`config.mk`:
```
export PLATFORM = sky130hd
export DESIGN_NAME = i2s_transmitter
export DESIGN_NICKNAME = d
export VERILOG_FILES = /design/src/rtl/i2s_transmitter.sv
export SDC_FILE = /design/constraint.sdc
export NUM_CORES = 1
export LEC_CHECK = 0
export CAP_MARGIN = 25
export CELL_PAD_IN_SITES_DETAIL_PLACEMENT = 2
export CELL_PAD_IN_SITES_GLOBAL_PLACEMENT = 2
export CORE_MARGIN = 2
export CORE_UTILIZATION = 30
export CTS_CLUSTER_DIAMETER = 80
export DETAILED_ROUTE_END_ITERATION = 12
export HOLD_SLACK_MARGIN = 0.02
export MAX_ROUTING_LAYER = met4
export PLACE_DENSITY = 0.72
export SLEW_MARGIN = 20
export SYNTH_ARGS = -nofsm -noshare
export SYNTH_HDL_FRONTEND = slang
export SYNTH_SLANG_ARGS = --single-unit
```
`constraint.sdc`:
```
create_clock -name clk_in -period 4.25 [get_ports clk_in]
set_input_delay 0.85 -clock clk_in [delete_from_list [all_inputs] [get_ports clk_in]]
set_output_delay 0.85 -clock clk_in [all_outputs]
set_load 0.02 [all_outputs]
```
`src/rtl/i2s_transmitter.sv`:
```
`default_nettype none
// ============================================================================
// Module  : i2s_transmitter
// Purpose : Serialises stereo 16-bit PCM into I2S, with an internal BCLK/LRCLK
//           divider and a one-deep sample holding register.
//           Define I2S_TX_LEFT_JUSTIFIED_EN for left-justified framing.
// Revision: 1.0
// ============================================================================
module i2s_transmitter #(
  parameter int unsigned CLK_DIV_HALF = 12,
  parameter int unsigned SLOT_BITS    = 32
) (
  input  logic        clk_in,
  input  logic        rst_in,
  input  logic [15:0] left_sample_in,
  input  logic [15:0] right_sample_in,
  input  logic        sample_valid_in,
  output logic        i2s_bclk_out,
  output logic        i2s_lrclk_out,
  output logic        i2s_data_out,
  output logic        frame_start_out,
  output logic        underrun_out,
  output logic        overrun_out
);

  localparam int unsigned CNT_W    = $clog2(2 * SLOT_BITS);
  localparam int unsigned SLOT_W   = $clog2(SLOT_BITS);
  localparam logic [7:0]  DIV_LAST = 8'(CLK_DIV_HALF - 1);

  logic [7:0]       div_q, div_d;
  logic             bclk_q, bclk_d;
  logic [CNT_W-1:0] bit_cnt_q, bit_cnt_d;
  logic [15:0]      hold_l_q, hold_l_d, hold_r_q, hold_r_d;
  logic             hold_full_q, hold_full_d;
  logic [15:0]      shift_l_q, shift_l_d, shift_r_q, shift_r_d;
  logic             lrclk_q, lrclk_d, data_q, data_d;
  logic             frame_start_q, frame_start_d;
  logic             underrun_q, underrun_d, overrun_q, overrun_d;

  logic              w_wrap, w_fall, w_load, w_tx_bit;
  logic [15:0]       w_word;
  logic [SLOT_W-1:0] w_slot_pos;

  always_comb begin
    w_wrap = (div_q == DIV_LAST);
    w_fall = w_wrap & bclk_q;
    w_load = w_fall & (bit_cnt_q == '1);

    div_d     = w_wrap ? 8'd0 : div_q + 8'd1;
    bclk_d    = w_wrap ? ~bclk_q : bclk_q;
    bit_cnt_d = w_fall ? bit_cnt_q + CNT_W'(1) : bit_cnt_q;

    shift_l_d = (w_load && hold_full_q) ? hold_l_q : shift_l_q;
    shift_r_d = (w_load && hold_full_q) ? hold_r_q : shift_r_q;

    // A capture coincident with a frame load refills the slot the load just emptied.
    hold_l_d    = sample_valid_in ? left_sample_in  : hold_l_q;
    hold_r_d    = sample_valid_in ? right_sample_in : hold_r_q;
    hold_full_d = sample_valid_in ? 1'b1 : (w_load ? 1'b0 : hold_full_q);

    w_word     = bit_cnt_d[CNT_W-1] ? shift_r_d : shift_l_d;
    w_slot_pos = bit_cnt_d[SLOT_W-1:0];
`ifdef I2S_TX_LEFT_JUSTIFIED_EN
    w_tx_bit = (w_slot_pos < SLOT_W'(16)) ? w_word[4'(SLOT_W'(15) - w_slot_pos)] : 1'b0;
`else
    w_tx_bit = ((w_slot_pos != '0) && (w_slot_pos <= SLOT_W'(16)))
             ? w_word[4'(SLOT_W'(16) - w_slot_pos)] : 1'b0;
`endif

    lrclk_d       = w_fall ? bit_cnt_d[CNT_W-1] : lrclk_q;
    data_d        = w_fall ? w_tx_bit : data_q;
    frame_start_d = w_load;
    underrun_d    = w_load & ~hold_full_q;
    overrun_d     = sample_valid_in & hold_full_q & ~w_load;
  end

  always_ff @(posedge clk_in) begin
    if (rst_in) begin
      div_q         <= 8'd0;
      bclk_q        <= 1'b0;
      bit_cnt_q     <= '1;
      hold_l_q      <= 16'd0;
      hold_r_q      <= 16'd0;
      hold_full_q   <= 1'b0;
      shift_l_q     <= 16'd0;
      shift_r_q     <= 16'd0;
      lrclk_q       <= 1'b0;
      data_q        <= 1'b0;
      frame_start_q <= 1'b0;
      underrun_q    <= 1'b0;
      overrun_q     <= 1'b0;
    end else begin
      div_q         <= div_d;
      bclk_q        <= bclk_d;
      bit_cnt_q     <= bit_cnt_d;
      hold_l_q      <= hold_l_d;
      hold_r_q      <= hold_r_d;
      hold_full_q   <= hold_full_d;
      shift_l_q     <= shift_l_d;
      shift_r_q     <= shift_r_d;
      lrclk_q       <= lrclk_d;
      data_q        <= data_d;
      frame_start_q <= frame_start_d;
      underrun_q    <= underrun_d;
      overrun_q     <= overrun_d;
    end
  end

  assign i2s_bclk_out    = bclk_q;
  assign i2s_lrclk_out   = lrclk_q;
  assign i2s_data_out    = data_q;
  assign frame_start_out = frame_start_q;
  assign underrun_out    = underrun_q;
  assign overrun_out     = overrun_q;

endmodule
`default_nettype wire

```
* Yosys cells after proc, flatten, opt, wreduce, memory -nomap -nowiden
Cells that the tools add are included.
** Word-level totals
- Flip-flop bits (word level) :: 85
- Latch bits :: 0
- Bits in writable memories :: 0
- Memory bits (read-only) :: 0
- Input port bits :: 35
- Output and inout port bits :: 6
- Word-level logic and storage cells :: 42
- Memories :: 0
** Cells by class
- $add $sub $neg :: 3
- Multipliers :: 0
- Divide/modulo/power cells :: 0
- $lt $le $gt $ge :: 2
- Equality and inequality tests :: 2
- Shift-type cells :: 0
- Muxes and demuxes :: 9
- Bitwise logic cells :: 8
- Reduce and logical (&&, ||, !) cells :: 5
** Operators with widths (number)
- two-way mux 16 bit :: 3
- adder 8 x 1 -> 8 bit (second input constant) :: 1
- == test 8 x 4 -> 1 bit (second input constant) :: 1
- adder 6 x 1 -> 6 bit (second input constant) :: 1
- == test 6 bit (second input constant) :: 1
- two-way mux 6 bit :: 1
- bitwise AND 1 bit :: 5
- less-or-equal comparator 5 bit (second input constant) :: 1
- < comparator 4 x 5 -> 1 bit (second input constant) :: 1
- nonzero test 5 bit :: 1
- binary-select mux 1 bit (select 4 bit) :: 1
- two-way mux 1 bit :: 4
- subtractor 1 x 4 -> 4 bit (first input constant) :: 1
- NOT 1 bit :: 3
- logical AND 1 bit :: 2
- nonzero test 2 bit :: 1
- OR reduction 2 bit :: 1

* Longest topological paths before layout
- Word-level depth :: 9
- Gate-level depth with buffers :: 13
- Mapped depth without buffers :: 11

* Worst setup path before layout
OpenSTA, ideal clock, no wires.
- Path type :: reg-to-reg
- Start point :: reg bclk_q, in the netlist i2s_bclk_out
- End point :: reg data_q, in the netlist i2s_data_out
- Setup time :: 0.120 ns
- Arrival :: 2.758 ns
- Required time :: 4.130 ns
- Slack :: 1.372 ns
- Cell stages (with the launch flop) :: 13
- Path buffers :: 2
- Clock period less this slack :: 2.878 ns
- Cell sequence :: dfxtp_1 > or4b_4 > nor2_4 > buf_4 > xnor2_1 > inv_1 > buf_4 > ha_1 > nand2b_1 > a311oi_1 > nor3b_1 > a31oi_1 > a211o_1
** On the way
- Cells in the longest elaborated chain, start to end :: 8
- Elaborated cells on any way between the ends :: 14
- Classes of those cells :: add/sub: 1; order compare: 1; mux: 7; bitwise: 2; reduce/logical: 3
** Ends and longest elaborated chain
- from (decl) :: RTL line 31 : logic bclk_q, bclk_d;
- from (signal assigned) :: RTL line 94 : bclk_q <= bclk_d;
- bitwise AND 1 bit * :: RTL line 46 : w_fall = w_wrap & bclk_q;
- branches (longest 7 deep; another with subtractor 1 x 4 -> 4 bit)
- to (signal assigned) :: RTL line 102 : data_q <= data_d;
- to (decl) :: RTL line 36 : logic lrclk_q, lrclk_d, data_q, data_d;
Mark *: on every way between the ends. The select of a mux whose other input is x is not followed.
A chain may end at the register's enable or synchronous reset.

* Final worst setup path
- Start point :: reg div_q[0]
- End point :: reg data_q, in the netlist i2s_data_out
** On the way
- Cells in the longest elaborated chain, start to end :: 9
- Elaborated cells on any way between the ends :: 15
- Classes of those cells :: add/sub: 1; order compare: 1; eq/ne: 1; mux: 7; bitwise: 2; reduce/logical: 3
** Ends and longest elaborated chain
- from (decl) :: RTL line 30 : logic [7:0] div_q, div_d;
- from (signal assigned) :: RTL line 93 : div_q <= div_d;
- == test 8 x 4 -> 1 bit * :: RTL line 45 : w_wrap = (div_q == DIV_LAST);
- bitwise AND 1 bit * :: RTL line 46
- branches (longest 7 deep; another with subtractor 1 x 4 -> 4 bit)
Marks and branches as above.

==> summary.txt <==
sequential area share after synthesis: 41.5%
Hold EP: shift_r_q[0]
register clock-pin slew on the reported worst setup and hold paths: 0.06 ns
synthesized area per cell: 8.55 µm²
P_leak: 1.77 nW
nets: 545
DRC violations left: 0
Total Neg Setup Slack: 0 ns
worst hold-check path type: flop to flop
R2R depth: 8
initial antenna violation count: 0
Layout fillers: 1473
CTS root buf: clkbuf_16
Initial Util: 30.9%
Ports: 41
Clock Path Buffers: 2
Vias per Instance: 5.09
DRT Pass-1 Iters: 4
CP top delay family: simple AND/OR/NAND/NOR gates
CTS Sinks: 85
multi-input logic area: 0.00225 mm²
largest net degree at the start of global routing: 58
Mapped Cells: 480
hold path depth: 2
maximum vdd drop: 0.000270 V
routed length per placed instance: 18.0 µm
Post-CTS Hold Fix Bufs: 0
critical path launch point type: flop
Power Dens Cells: 353 mW/mm²
setup bufs post-CTS: 0
Synth Warn #: 0
final setup fails: 0
Tmin final: 3.41 ns
CP max stage delay: 0.92 ns
Final Max Tran Viols: 0
GRT overflow: 0
slowest CP cell: nor3_1
worst-path fanout max: 14
Max Freq: 293 MHz
CP Data Required Time: 4.49 ns
Die Span Y: 121 µm
Main synth FF type: dfxtp_1
part of the cycle the worst path needs: 80.3%
max-cap violations: 0
WP buf/inv: 0
ANT cells: 0
Final Hold Viols: 0
most frequent cells in the layout: nand2_1 (97), dfxtp_1 (85), nor2_1 (50), mux2i_1 (44), a21oi_1 (40)
Rel. slew slack: 34.2%
Pwr Total: 1.74 mW
leading cell type in the layout, fill and taps excluded: nand2_1
CTS tree: done
first-pass GRT wire length: 20.3 mm
crit path DAT: 3.65 ns
total core area: 0.0133 mm²
First DRT Iteration DRCs: 118
GP Congestion: 0.862
Buffers on Ports: 40
outcome: finished, final reports clean
CP Cell Sequence: ha_1 -> and4bb_1 -> nand2_1 -> nor3_1 -> mux4_2 -> a22oi_1 -> a31oi_1 -> a211o_1
RSZ-0062 raised after global routing: no
nature of the critical path endpoint: flop
die width: 121 µm
number of global-route vias before repair: 3832
r2r endpoint: i2s_data_out
EDFF count, synth: 0
area delta synth->final: 20.2%
skew final: 0.00485 ns
register area: 0.00170 mm²
Antenna Nets Post-Route: 0
FF+latch count, synth: 85
hold path startpoint: shift_r_q[0]
row count: 42
total CTS buffers: 9
layout cells sized above 1: 7.81%
syn nets: 518
reg-to-reg slack, setup: 0.84 ns
global router's overall resource usage: 18.6%
Post-Syn Area: 0.00411 mm²
Synth cell types: 55
cells resized by post-CTS repair: 0
worst flop-to-flop path startpoint: div_q[0]
worst slew pin tran: 0.980 ns
WS Path Type: flop to flop
overall routed net length: 12.4 mm
DP HPWL: 8.87 mm
H-tree depth: 3
vias post-DR: 3503
Die ar.: 0.0146 mm²
worst skew pair latency: 0.35 ns
Post-synth ARST share: 0%
## cells in the mapped netlist, types with 2 or more instances
cell type | number | area share [%]
nand2_1 | 97 | 8.9
dfxtp_1 | 85 | 41
nor2_1 | 50 | 4.6
mux2i_1 | 44 | 11
a21oi_1 | 40 | 4.9
clkbuf_1 | 21 | 1.9
nand3_1 | 17 | 2.1
xor2_1 | 11 | 2.3
nand2b_1 | 8 | 1.2
a211oi_1 | 7 | 1.3
a311oi_1 | 7 | 1.5
nor3_1 | 7 | 0.85
o21ai_0 | 7 | 0.85
and3_1 | 6 | 0.91
xnor2_1 | 6 | 1.3
buf_1 | 4 | 0.37
inv_1 | 4 | 0.37
mux2_2 | 4 | 1.1
nand4_1 | 4 | 0.61
a22oi_1 | 3 | 0.55
ha_1 | 3 | 0.91
mux4_2 | 3 | 1.6
and2_1 | 2 | 0.30
buf_2 | 2 | 0.24
buf_4 | 2 | 0.37
nand3_2 | 2 | 0.49
o211ai_1 | 2 | 0.37
o22a_1 | 2 | 0.43
o22ai_1 | 2 | 0.30
o311a_1 | 2 | 0.49
or3_1 | 2 | 0.30
## registers in the layout, indices dropped and copies added (netlist names), 6 cells and up
register and cells:
shift_l_q 16, shift_r_q 16, bit_cnt_q 6, hold_r_q 16, hold_l_q 16, div_q 8
## how the worst max path moves through the flow
| stage | cells past startpoint | end | slack (ns) | start |
|---|---|---|---|---|
| after global routing | 11 | i2s_data_out | 0.56 | div_q[0] |
| after global placement | 10 | i2s_data_out | 1.08 | div_q[5] |
| after CTS | 8 | i2s_data_out | 0.81 | div_q[0] |
| final | 8 | i2s_data_out | 0.84 | div_q[0] |
| after detailed placement | 11 | i2s_data_out | 0.88 | div_q[0] |
| after floorplan | 12 | i2s_data_out | 1.37 | i2s_bclk_out |
## tightest hold or removal path, stage by stage, from the launching register on
cell and delay [ns]:
dfxtp_1 0.31, nand2_1 0.05, a21oi_1 0.05
## cells by family (layout without fill, tap and decap cells)
logic type,after synthesis,count (layout),share of synthesized area (%)
muxes,51,51,13.5
adders and majority gates,3,3,0.914
buffers and inverters,34,66,3.75
and+or+nand+nor,206,206,23.5
AOI/OAI and AO/OA,84,84,13.3
DFF,85,85,41.5
xor gates and xnor gates,17,17,3.63
## area by class of cell
class | instances | area share (%)
clock buffers | 10 | 4.84
clock inverters | 6 | 1.27
inverters | 4 | 0.304
multi-input cells | 361 | 45.6
flip-flops and latches | 85 | 34.5
well taps | 176 | 4.46
repair buffers | 46 | 9.07
## power breakdown
part / internal [mW] / leakage (nW) / switching [mW]
Clock: 0.470 / 0.152 / 0.328
Combinational: 0.0559 / 0.924 / 0.0437
Sequential: 0.818 / 0.692 / 0.0241
## per-stage QoR
stage	setup slack (ns)	cell area, µm²	hold WS, ns	std cells	util (%)
global placement	1.08	4610	0.438	671	34.7
detailed placement	0.878	4610	0.449	671	34.7
floorplan	1.37	4110	0.428	480	-
global route	0.556	4940	0.489	688	37.1
finish	0.837	4940	0.458	688	37.1
CTS	0.807	4920	0.459	687	37.0
## layer usage
| layer | wire length (µm) | GRT usage (%) |
|---|---|---|
| met1 | 5470 | 21.3 |
| met2 | 6490 | 33.1 |
| met3 | 239 | 2.82 |
| met4 | 194 | 6.32 |
| met5 | 0 | - |
No activity file was read; power rests on OpenSTA's default activity.
